$ cat src/rtl/keypad_lock_ctrl_pkg.sv
// Shared definitions for the keypad code-lock controller and the display
// block: lock state encoding, entry-progress base value and special key codes.
package keypad_lock_ctrl_pkg;

  typedef enum logic [1:0] {
    S_IDLE = 2'd0,
    S_WPR  = 2'd1,
    S_OPEN = 2'd2,
    S_LOCK = 2'd3
  } lock_state_e;

  localparam logic [2:0] SL_A    = 3'd0;
  localparam logic [3:0] KEY_CLR = 4'hE;
  localparam logic [3:0] KEY_ENT = 4'hF;

  // Larger of two integers, used to size the shared timer.
  function automatic int max_int(input int a, input int b);
    return (a > b) ? a : b;
  endfunction

endpackage

$ cat src/rtl/keypad_lock_ctrl_lock_timer.sv
// Loadable down-counter shared by every timed state of the lock controller.
// load has priority over counting; the count stops at zero and done flags it.
module lock_timer #(
  parameter int W = 26
) (
  input  logic         clk,
  input  logic         rst,
  input  logic         load,
  input  logic [W-1:0] load_val,
  input  logic         en,
  output logic         done
);

  logic [W-1:0] count;

  // Count register: reload on request, otherwise decrement until zero.
  // NOTE: sequential state is written with <= so every register samples
  // the pre-edge values of its inputs, independent of statement order.
  always_ff @(posedge clk or posedge rst) begin
    if (rst) begin
      count <= '0;
    end else if (load) begin
      count <= load_val;
    end else if (en && (count != '0)) begin
      count <= count - 1'b1;
    end
  end

  assign done = (count == '0);

endmodule

$ cat src/rtl/keypad_lock_ctrl.sv
// Keypad code-lock sequencing FSM. Consumes debounced key strobes, compares
// the entered digits against the stored code and drives the state/progress
// buses for the display block plus the unlock and alarm outputs.
// Optional build macro KEYPAD_CODE_PROGRAM_EN enables re-programming the code
// from the open state (CLEAR, new digits, ENTER).
module keypad_lock_ctrl
  import keypad_lock_ctrl_pkg::*;
#(
  parameter int                  DIGITS         = 4,
  parameter logic [DIGITS*4-1:0] DEFAULT_CODE   = 16'h1234,
  parameter int                  TIMEOUT_CYCLES = 50_000_000,
  parameter int                  OPEN_CYCLES    = 150_000_000,
  parameter int                  MAX_FAIL       = 3,
  parameter int                  LOCK_CYCLES    = 500_000_000
) (
  input  logic       clk,
  input  logic       rst,
  input  logic       key_valid,
  input  logic [3:0] key_code,
  output logic [1:0] ST,
  output logic [2:0] ST_L,
  output logic       unlock,
  output logic       alarm,
  output logic       err_pulse,
  output logic [2:0] fail_cnt
);

  localparam int TW = $clog2(max_int(max_int(TIMEOUT_CYCLES, OPEN_CYCLES), LOCK_CYCLES) + 1);
  localparam logic [TW-1:0] T_KEY  = TW'(TIMEOUT_CYCLES);
  localparam logic [TW-1:0] T_OPEN = TW'(OPEN_CYCLES);
  localparam logic [TW-1:0] T_LOCK = TW'(LOCK_CYCLES);
  localparam logic [2:0]    DIG    = 3'(DIGITS);
  localparam logic [2:0]    MAXF   = 3'(MAX_FAIL);

  lock_state_e         state_q, state_d;
  logic [2:0]          pos_q, pos_d;
  logic                mis_q, mis_d;
  logic [2:0]          fail_q, fail_d;
  logic                err_d;
  logic [2:0]          st_l_q, st_l_d;
  logic                unlock_q, alarm_q, err_q;
  logic                tmr_load, tmr_en, tmr_done;
  logic [TW-1:0]       tmr_val;
  logic [DIGITS*4-1:0] code_q;
  logic [3:0]          cur_digit;
  logic                is_digit, is_clr, is_ent;

`ifdef KEYPAD_CODE_PROGRAM_EN
  logic                prog_q, prog_d;
  logic [DIGITS*4-1:0] shadow_q, shadow_d;
  logic [2:0]          pcnt_q, pcnt_d;
  logic                pinv_q, pinv_d;
  logic [DIGITS*4-1:0] code_d;
`else
  assign code_q = DEFAULT_CODE;
`endif

  lock_timer #(.W(TW)) u_timer (
    .clk      (clk),
    .rst      (rst),
    .load     (tmr_load),
    .load_val (tmr_val),
    .en       (tmr_en),
    .done     (tmr_done)
  );

  assign is_digit = key_valid && (key_code <= 4'd9);
  assign is_clr   = key_valid && (key_code == KEY_CLR);
  assign is_ent   = key_valid && (key_code == KEY_ENT);

  // Select the stored code digit expected at the current entry position.
  always_comb begin
    cur_digit = 4'h0;
    for (int i = 0; i < DIGITS; i++) begin
      if (pos_q == 3'(i)) cur_digit = code_q[4*(DIGITS-1-i) +: 4];
    end
  end

  // Next-state, entry tracking, timer control and next output values.
  // NOTE: every signal written here gets a default first so no path leaves
  // it unassigned, which would otherwise infer a latch.
  always_comb begin
    state_d  = state_q;
    pos_d    = pos_q;
    mis_d    = mis_q;
    fail_d   = fail_q;
    err_d    = 1'b0;
    tmr_load = 1'b0;
    tmr_val  = '0;
    tmr_en   = 1'b0;
`ifdef KEYPAD_CODE_PROGRAM_EN
    prog_d   = prog_q;
    shadow_d = shadow_q;
    pcnt_d   = pcnt_q;
    pinv_d   = pinv_q;
    code_d   = code_q;
`endif

    case (state_q)
      S_IDLE: begin
        // Timer is parked at zero; the wake key itself is not a digit.
        tmr_load = 1'b1;
        if (key_valid) begin
          state_d = S_WPR;
          pos_d   = '0;
          mis_d   = 1'b0;
          tmr_val = T_KEY;
        end
      end

      S_WPR: begin
        tmr_en = 1'b1;
        if (is_digit) begin
          if (pos_q < DIG) begin
            mis_d = mis_q | (key_code != cur_digit);
            pos_d = pos_q + 3'd1;
          end else begin
            mis_d = 1'b1;
          end
          tmr_load = 1'b1;
          tmr_val  = T_KEY;
        end else if (is_clr) begin
          pos_d    = '0;
          mis_d    = 1'b0;
          tmr_load = 1'b1;
          tmr_val  = T_KEY;
        end else if (is_ent) begin
          pos_d    = '0;
          mis_d    = 1'b0;
          tmr_load = 1'b1;
          if ((pos_q == DIG) && !mis_q) begin
            state_d = S_OPEN;
            fail_d  = '0;
            tmr_val = T_OPEN;
          end else begin
            err_d  = 1'b1;
            fail_d = fail_q + 3'd1;
            if ((fail_q + 3'd1) == MAXF) begin
              state_d = S_LOCK;
              tmr_val = T_LOCK;
            end else begin
              tmr_val = T_KEY;
            end
          end
        end else if (tmr_done) begin
          // Abandoned entry; not counted as a failed attempt.
          state_d  = S_IDLE;
          pos_d    = '0;
          mis_d    = 1'b0;
          tmr_load = 1'b1;
        end
      end

      S_OPEN: begin
        tmr_en = 1'b1;
`ifdef KEYPAD_CODE_PROGRAM_EN
        if (prog_q) begin
          // While programming, the open countdown is suspended and the shared
          // timer measures key inactivity instead; every exit goes to idle.
          if (is_digit) begin
            if (pcnt_q < DIG) begin
              shadow_d = (DIGITS*4)'({shadow_q, key_code});
              pcnt_d   = pcnt_q + 3'd1;
            end else begin
              pinv_d = 1'b1;
            end
            tmr_load = 1'b1;
            tmr_val  = T_KEY;
          end else if (is_ent || tmr_done) begin
            if (is_ent && (pcnt_q == DIG) && !pinv_q) code_d = shadow_q;
            state_d  = S_IDLE;
            prog_d   = 1'b0;
            tmr_load = 1'b1;
          end
        end else if (is_clr) begin
          prog_d   = 1'b1;
          shadow_d = '0;
          pcnt_d   = '0;
          pinv_d   = 1'b0;
          tmr_load = 1'b1;
          tmr_val  = T_KEY;
        end else
`endif
        if (is_ent || tmr_done) begin
          state_d  = S_IDLE;
          tmr_load = 1'b1;
        end
      end

      S_LOCK: begin
        tmr_en = 1'b1;
        if (tmr_done) begin
          state_d  = S_IDLE;
          fail_d   = '0;
          tmr_load = 1'b1;
        end
      end

      default: begin
        state_d  = S_IDLE;
        tmr_load = 1'b1;
      end
    endcase

    // Display progress follows the state being entered.
    st_l_d = SL_A;
    if (state_d == S_WPR) st_l_d = pos_d;
`ifdef KEYPAD_CODE_PROGRAM_EN
    else if ((state_d == S_OPEN) && prog_d) st_l_d = pcnt_d;
`endif
  end

  // State, entry tracking and registered outputs.
  always_ff @(posedge clk or posedge rst) begin
    if (rst) begin
      state_q  <= S_IDLE;
      pos_q    <= '0;
      mis_q    <= 1'b0;
      fail_q   <= '0;
      err_q    <= 1'b0;
      st_l_q   <= SL_A;
      unlock_q <= 1'b0;
      alarm_q  <= 1'b0;
    end else begin
      state_q  <= state_d;
      pos_q    <= pos_d;
      mis_q    <= mis_d;
      fail_q   <= fail_d;
      err_q    <= err_d;
      st_l_q   <= st_l_d;
      unlock_q <= (state_d == S_OPEN);
      alarm_q  <= (state_d == S_LOCK);
    end
  end

`ifdef KEYPAD_CODE_PROGRAM_EN
  // Programming-mode registers and the stored code.
  always_ff @(posedge clk or posedge rst) begin
    if (rst) begin
      prog_q   <= 1'b0;
      shadow_q <= '0;
      pcnt_q   <= '0;
      pinv_q   <= 1'b0;
      code_q   <= DEFAULT_CODE;
    end else begin
      prog_q   <= prog_d;
      shadow_q <= shadow_d;
      pcnt_q   <= pcnt_d;
      pinv_q   <= pinv_d;
      code_q   <= code_d;
    end
  end
`endif

  assign ST        = state_q;
  assign ST_L      = st_l_q;
  assign unlock    = unlock_q;
  assign alarm     = alarm_q;
  assign err_pulse = err_q;
  assign fail_cnt  = fail_q;

endmodule

$ cat config.mk
export PLATFORM = sky130hd
export DESIGN_NAME = keypad_lock_ctrl
export DESIGN_NICKNAME = d
export VERILOG_FILES = /design/src/rtl/keypad_lock_ctrl_pkg.sv /design/src/rtl/keypad_lock_ctrl_lock_timer.sv /design/src/rtl/keypad_lock_ctrl.sv
export SDC_FILE = /design/constraint.sdc
export NUM_CORES = 1
export LEC_CHECK = 0
export ABC_AREA = 1
export CAP_MARGIN = 20
export CORE_MARGIN = 2
export CORE_UTILIZATION = 40
export CTS_CLUSTER_DIAMETER = 120
export CTS_CLUSTER_SIZE = 40
export DETAILED_ROUTE_END_ITERATION = 10
export GPL_TIMING_DRIVEN = 0
export PLACE_DENSITY = 0.6
export SLEW_MARGIN = 20
export SYNTH_ARGS = -nofsm -noshare
export SYNTH_HDL_FRONTEND = slang
export SYNTH_SLANG_ARGS = --single-unit
$ cat constraint.sdc
create_clock -name clk -period 2.05 [get_ports clk]
set_clock_uncertainty 0.2 [all_clocks]
set_input_delay 0.41 -clock clk [delete_from_list [all_inputs] [get_ports clk]]
set_output_delay 0.41 -clock clk [all_outputs]
set_load 0.02 [all_outputs]
==> flow_metrics.tcl, run 1 <==
set metrics [dict create \
    synth.yosys.seq_area_share_pct 38.4 \
    netlist_area_um2 2870 \
    regArea_um2 1100 \
    fp.coreArea_um2 6870 \
    die_y_um 88.7 \
    placed_cells 502 \
    synth_compound_area_share_pct 7.06 \
    synth_xor_area_share_pct 5.49 \
    post_synth_fa_ha_maj_area_fraction_pct 3.05 \
    nets 428 \
    dpl_cell_area_um2 3180 \
    via_per_inst 4.75 \
    cp_cell_sequence "clkdlybuf4s50_1" \
    maxCapViolCount 0 \
    synth_top_family_by_area "simple AND/OR/NAND/NOR gates" \
    clkSinkCount 44 \
    postSynthCellCount 388 \
    min_period_ps 1960 \
    fin_crit_sh_pct 95.5 \
    numCtsBuffers 5 \
    cp.buffers_inverters 1 \
    final_common_cell "nand2_1" \
    stdcell_area_um2 3350 \
    cts.clk_slew.worst_paths_ps 90 \
    top_level_ports 18 \
    yosysWarnings 0 \
    final-hold-violation-count 0 \
    cp_top_family "buffers and inverters" \
    worstPathArrival_ps 1350 \
    root_buffer "clkbuf_8" \
    area_growth_pct 16.6 \
    die_w_um 88.7 \
    drt_pre_antenna_iters 5 \
    rrSetupSlack_ps 140 \
    multi_input_area_um2 1590 \
    mostFrequentLayoutCells "nand2_1 (93), nor2_1 (61), inv_1 (46), dfrtp_1 (43), nand3_1 (17)" \
    wl_per_cell_um 12.5 \
    sequentialPowerShare_pct 34.5 \
    track_usage_pct 18.1 \
    comb_power_share_pct 49.8 \
    wl_mm 6.38 \
    die-area_um2 7870 \
    power.leakage_nw 1.72 \
    max_stage_delay_ps 630 \
    synth_cell_type_count 30 \
    cp.required_ps 1440 \
    ir_drop_v 0.000549 \
    drive_gt1_share_pct 16.4 \
    fin_cells 511 \
    gp_congestion 0.815 \
    clock_latency_ps 300 \
    synthMuxAreaShare_pct 0 \
    worstMarginPinSlew_ps 660 \
    dr_total_vias 2428 \
    ant_nets 0 \
    grt_max_degree 28 \
    powerDensity_nw_per_um2 1270 \
    hold_class "primary input to async pin" \
    cts_tree "yes" \
    hold-worst-slack_ps 214 \
    crit_fanout 5 \
    power.internal_mw 2.29 \
    path_class "register to primary output" \
    rr_worst_depth 10 \
    start_util_pct 41.8 \
    synth_nets 402 \
    synth.avg_cell_area_um2 7.39 \
    crit_path_end_kind "primary output" \
    drv_slew 0 \
    grt_pass1_wl_mm 11.0 \
    status "finished, final reports clean" \
    grt_pass1_vias 2315 \
    grt_overflow 0 \
    drt_iter0_markers 180 \
    fp-row-count 30 \
    swShare_pct 45.9 \
    setup_violations 0 \
    drc 0 \
    antenna_found_initial 0 \
    clockBufferDepth 2 \
    fmaxAchievable_mhz 511 \
    max_slew_margin_pct 55.9 \
    cts.htree.levels 2 \
    finalSetupTns_ps 0 \
    rsz0062_at_grt "yes" \
    fillers 715 \
    power_frac_clock_pct 15.7 \
    hpwl_mm 4.94 \
    synthSimpleGateAreaFrac_pct 38.0 \
    r2r_end "u_timer.count[27]" \
    port_buffers 17 \
    crit_path_start_kind "register" \
    r2r-start "u_timer.count[0]" \
    slowest_stage "clkdlybuf4s50_1" \
    switching_power_mw 1.95 \
    diodes 0 \
    ys_seq_elements 44 \
]
[final cells by class]
type	instances	share of cell area, %
timing repair buffer	19	5.95
clock buffer	6	2.17
clock inverter	2	1.05
tap	96	3.59
sequential	44	32.9
buffer	2	0.673
multi-input combinational	287	47.4
inverter	55	6.21
[cells by family (layout without fill, tap and decap cells)]
group / after synthesis / count (layout)
compound gates: 36 / 36
xor+xnor: 18 / 18
fa+ha+maj: 7 / 7
buf+inv: 57 / 84
flops: 44 / 44
simple gates: 226 / 226
[layer usage]
metal / track usage [%] / up-vias / wire length [um]
met1: 24.2 / 1123 / 3040
met3: 2.80 / 7 / 184
met4: 4.68 / 0 / 65
li1: - / 1266 / -
met5: 0 / - / 0
met2: 30.7 / 32 / 3080
[flip-flops by register name, indices dropped and copies added (netlist names)]
name           count
ST                 2
ST_L               3
alarm              1
err_pulse          1
fail_cnt           3
mis_q              1
pos_q              3
u_timer.count     29
unlock             1
[repair_timing]
item,CTS,global route
buffers inserted,0,1
hold buffers,0,0
resized for setup,4,12
cloned,0,0
setup endpoints to repair,10,23
pin swaps,0,2
[power groups by stage]
stage	Sequential (mW)	Clock, mW	Combinational [mW]
final	1.47	0.666	2.11
after global routing	1.50	0.726	2.41
after CTS	1.45	0.694	2.10
after detailed placement	1.47	0	2.08
after global placement	1.46	0	2.05
after floorplan	1.46	0	1.54
[cells in the mapped netlist]
| cell | count | area share (%) |
|---|---|---|
| xor2_1 | 14 | 4.3 |
| nand3_4 | 1 | 0.61 |
| nand3b_1 | 2 | 0.52 |
| clkinv_2 | 1 | 0.17 |
| nor2_2 | 4 | 0.87 |
| a21o_1 | 1 | 0.26 |
| nand4_1 | 7 | 1.5 |
| buf_6 | 2 | 0.78 |
| xnor2_1 | 4 | 1.2 |
| a21oi_1 | 12 | 2.1 |
| nor3_2 | 3 | 1.0 |
| o21ai_2 | 4 | 1.2 |
| o21ai_0 | 14 | 2.4 |
| nor2_1 | 65 | 8.5 |
| o22ai_1 | 1 | 0.22 |
| nor3_1 | 6 | 1.0 |
| o21ai_1 | 2 | 0.35 |
| inv_1 | 48 | 6.3 |
| o31ai_1 | 1 | 0.26 |
| dfrtp_1 | 44 | 38 |
| nand3_2 | 5 | 1.7 |
| inv_2 | 6 | 0.78 |
| nand2_2 | 8 | 1.7 |
| nand2_1 | 94 | 12 |
| ha_1 | 7 | 3.1 |
| a31oi_1 | 1 | 0.22 |
| and3_1 | 1 | 0.22 |
| nand3_1 | 18 | 3.1 |
| nand2_4 | 5 | 2.0 |
| nor2_4 | 7 | 2.7 |
[worst max-delay path by stage]
| stage | startpoint | endpoint | slack (ps) | cells after the start |
|---|---|---|---|---|
| floorplan | u_timer.count[0] | u_timer.count[15] | 310 | 12 |
| global placement | rst | u_timer.count[21] | -610 | 2 |
| detailed placement | key_code[1] | u_timer.count[7] | -510 | 8 |
| CTS | key_code[1] | u_timer.count[12] | 40 | 8 |
| global route | key_code[2] | u_timer.count[7] | -10 | 8 |
| finish | fail_cnt[0] | fail_cnt[0] | 90 | 1 |
[per-stage QoR]
step | worst slack, ps | util [%] | total power [mW]
3_3_place_gp | -610 | 46.0 | 3.51
4_1_cts | 37.4 | 48.0 | 4.25
6_report | 92.0 | 48.7 | 4.24
5_1_grt | -10.9 | 48.7 | 4.64
3_5_place_dp | -512 | 46.3 | 3.55
2_1_floorplan | 311 | - | 3.01
No activity file was read; power rests on OpenSTA's default activity.
==> run 2: changes to the inputs <==
--- a/config.mk
+++ b/config.mk
@@ -7,13 +7,13 @@
 export LEC_CHECK = 0
 export ABC_AREA = 1
 export CAP_MARGIN = 20
-export CORE_MARGIN = 2
 export CORE_UTILIZATION = 40
 export CTS_CLUSTER_DIAMETER = 120
 export CTS_CLUSTER_SIZE = 40
 export DETAILED_ROUTE_END_ITERATION = 10
+export DONT_BUFFER_PORTS = 1
 export GPL_TIMING_DRIVEN = 0
-export PLACE_DENSITY = 0.6
+export PLACE_DENSITY = 0.56
 export SLEW_MARGIN = 20
 export SYNTH_ARGS = -nofsm -noshare
 export SYNTH_HDL_FRONTEND = slang
==> run 2 against run 1 <==
Compared with the run above:
- maximum frequency rose by 1.7%
- via count fell by 2.6%
- total power fell by 1.4%
- combinational power fell by 9%
- register-to-register slack got worse by 20 ps
- flip-flop and latch count did not move
- critical path depth rose by 8
- critical path type is now register to register
- critical endpoint is now u_timer.count[27]
- largest power group unchanged
==> flow_metrics.tcl, run 2 (synthesis gave the netlist of run 1 again) <==
set metrics [dict create \
    crit_path_end_kind "register" \
    max_slew_margin_pct 59.5 \
    fillers 692 \
    ir_drop_v 0.000545 \
    rsz0062_at_grt "no" \
    fin_crit_sh_pct 93.9 \
    power.leakage_nw 1.65 \
    fin_cells 494 \
    pre_cts_slack_ps -107 \
    grt_pass1_vias 2257 \
    start_util_pct 41.8 \
    drv_slew 0 \
    fin_ws_ps 125 \
    fp-row-count 30 \
    grt_max_degree 30 \
    fp.coreArea_um2 6870 \
    antenna_found_initial 0 \
    setup_violations 0 \
    numCtsBuffers 5 \
    max_stage_delay_ps 540 \
    drt_pre_antenna_iters 4 \
    worstMarginPinSlew_ps 605 \
    top_level_ports 18 \
    wl_met2_mm 2.96 \
    cp_cell_sequence "inv_2 > nor2_4 > inv_2 > nor2_4 > nand3_4 > nand2_4 > buf_6 > nand3_2 > nand2_1" \
    track_usage_pct 19.0 \
    final-hold-violation-count 0 \
    path_class "register to register" \
    crit_path_start_kind "register" \
    power_mw 4.18 \
    mostFrequentLayoutCells "nand2_1 (94), nor2_1 (64), inv_1 (46), dfrtp_1 (44), nand3_1 (18)" \
    dr_wl_met3_um 191 \
    sequentialPowerShare_pct 36.8 \
    dr_total_vias 2366 \
    crit_fanout 10 \
    nets 411 \
    clockBufferDepth 2 \
    regMostFlops "u_timer.count" \
    clock_latency_ps 300 \
    maxCapViolCount 0 \
    cts_tree "yes" \
    finalSetupTns_ps 0 \
    die_w_um 86.7 \
    clkSinkCount 44 \
    drc 0 \
    drt_iter0_markers 149 \
    wl_per_cell_um 12.9 \
    utilization_pct 46.3 \
    fmaxAchievable_mhz 519 \
    hold_class "primary input to register" \
    wl_mm 6.38 \
    powerDensity_nw_per_um2 1320 \
    die_y_um 86.7 \
    port_buffers 0 \
    hold-worst-slack_ps 233 \
    status "finished, final reports clean" \
    ant_nets 0 \
    hpwl_mm 4.92 \
    area_growth_pct 10.9 \
    dpl_cell_area_um2 3010 \
    root_buffer "clkbuf_8" \
    gp_congestion 0.819 \
    power_frac_clock_pct 17.2 \
    post-cts-setup-buffers 0 \
    wl_met1_mm 3.14 \
    stdcell_area_um2 3180 \
    die-area_um2 7520 \
    placed_cells 485 \
    final_common_cell "nand2_1" \
    comb_power_share_pct 46.1 \
    worstPathArrival_ps 1970 \
    top_layer "met4" \
    via_per_inst 4.79 \
    diodes 0 \
    switching_power_mw 1.95 \
    power.internal_mw 2.23 \
    swShare_pct 46.7 \
    cp.required_ps 2100 \
    cts.clk_slew.worst_paths_ps 90 \
    largest_reg_flops 29 \
    grt_overflow 0 \
    min_period_ps 1930 \
    grt_pass1_wl_mm 10.9 \
    drive_gt1_share_pct 16.1 \
    slowest_stage "dfrtp_1" \
    cts.htree.levels 2 \
]
run 2: cell types whose count changed in the layout (fill, tap and decap cells not counted), moves of 2 or more:
cell | previous run | this run
ha_2 | 0 | 2
nor2_1 | 61 | 64
clkdlybuf4s50_1 | 15 | 0
ha_1 | 7 | 5
nor2_2 | 8 | 5
run 2: timing repair:
item	CTS	global route
pin swaps	0	1
gates cloned	0	0
gates resized for setup	2	8
endpoints found under the hold margin	15	0
endpoints found under the setup margin	7	20
hold buffers	1	0
run 2: routing by layer:
layer / up-vias / GRT usage, %
li1: 1233 / -
met1: 1087 / 26.1
met2: 39 / 30.4
met3: 7 / 2.95
met4: 0 / 6.36
met5: - / 0
run 2: worst paths after layout:
| kind | start | to | slack (ps) | cells after the start |
|---|---|---|---|---|
| max | ST[0] | u_timer.count[27] | 120 | 9 |
| min | key_code[1] | mis_q | 230 | 3 |
| max reg2reg | ST[0] | u_timer.count[27] | 120 | 9 |
| min reg2reg | u_timer.count[0] | u_timer.count[0] | 250 | 1 |
| max in group asynchronous | rst | u_timer.count[10] | 850 | 3 |
| min in group asynchronous | rst | u_timer.count[14] | 330 | 2 |
run 2: layout make-up:
type	instances	area (um2)	area share, %
repair buffers	2	30.0	0.944
plain buffers	2	22.5	0.708
flip-flops and latches	44	1100	34.6
clock buffers	6	82.6	2.60
clock inverters	2	38.8	1.22
inverters	55	208	6.53
multi-input cells	287	1580	49.6
well taps	96	120	3.78
run 2: power by group through the flow:
stage,clock network (mW),registers (mW),logic [mW]
global placement,0,1.54,1.86
finish,0.719,1.54,1.93
floorplan,0,1.46,1.54
global route,0.767,1.58,2.22
detailed placement,0,1.54,1.89
CTS,0.740,1.53,1.90
run 2: critical path: cells and delay by family, from the launching register on:
kind	cells	cell delay, ps
buf+inv	3	430
flops	1	540
simple gates	6	690
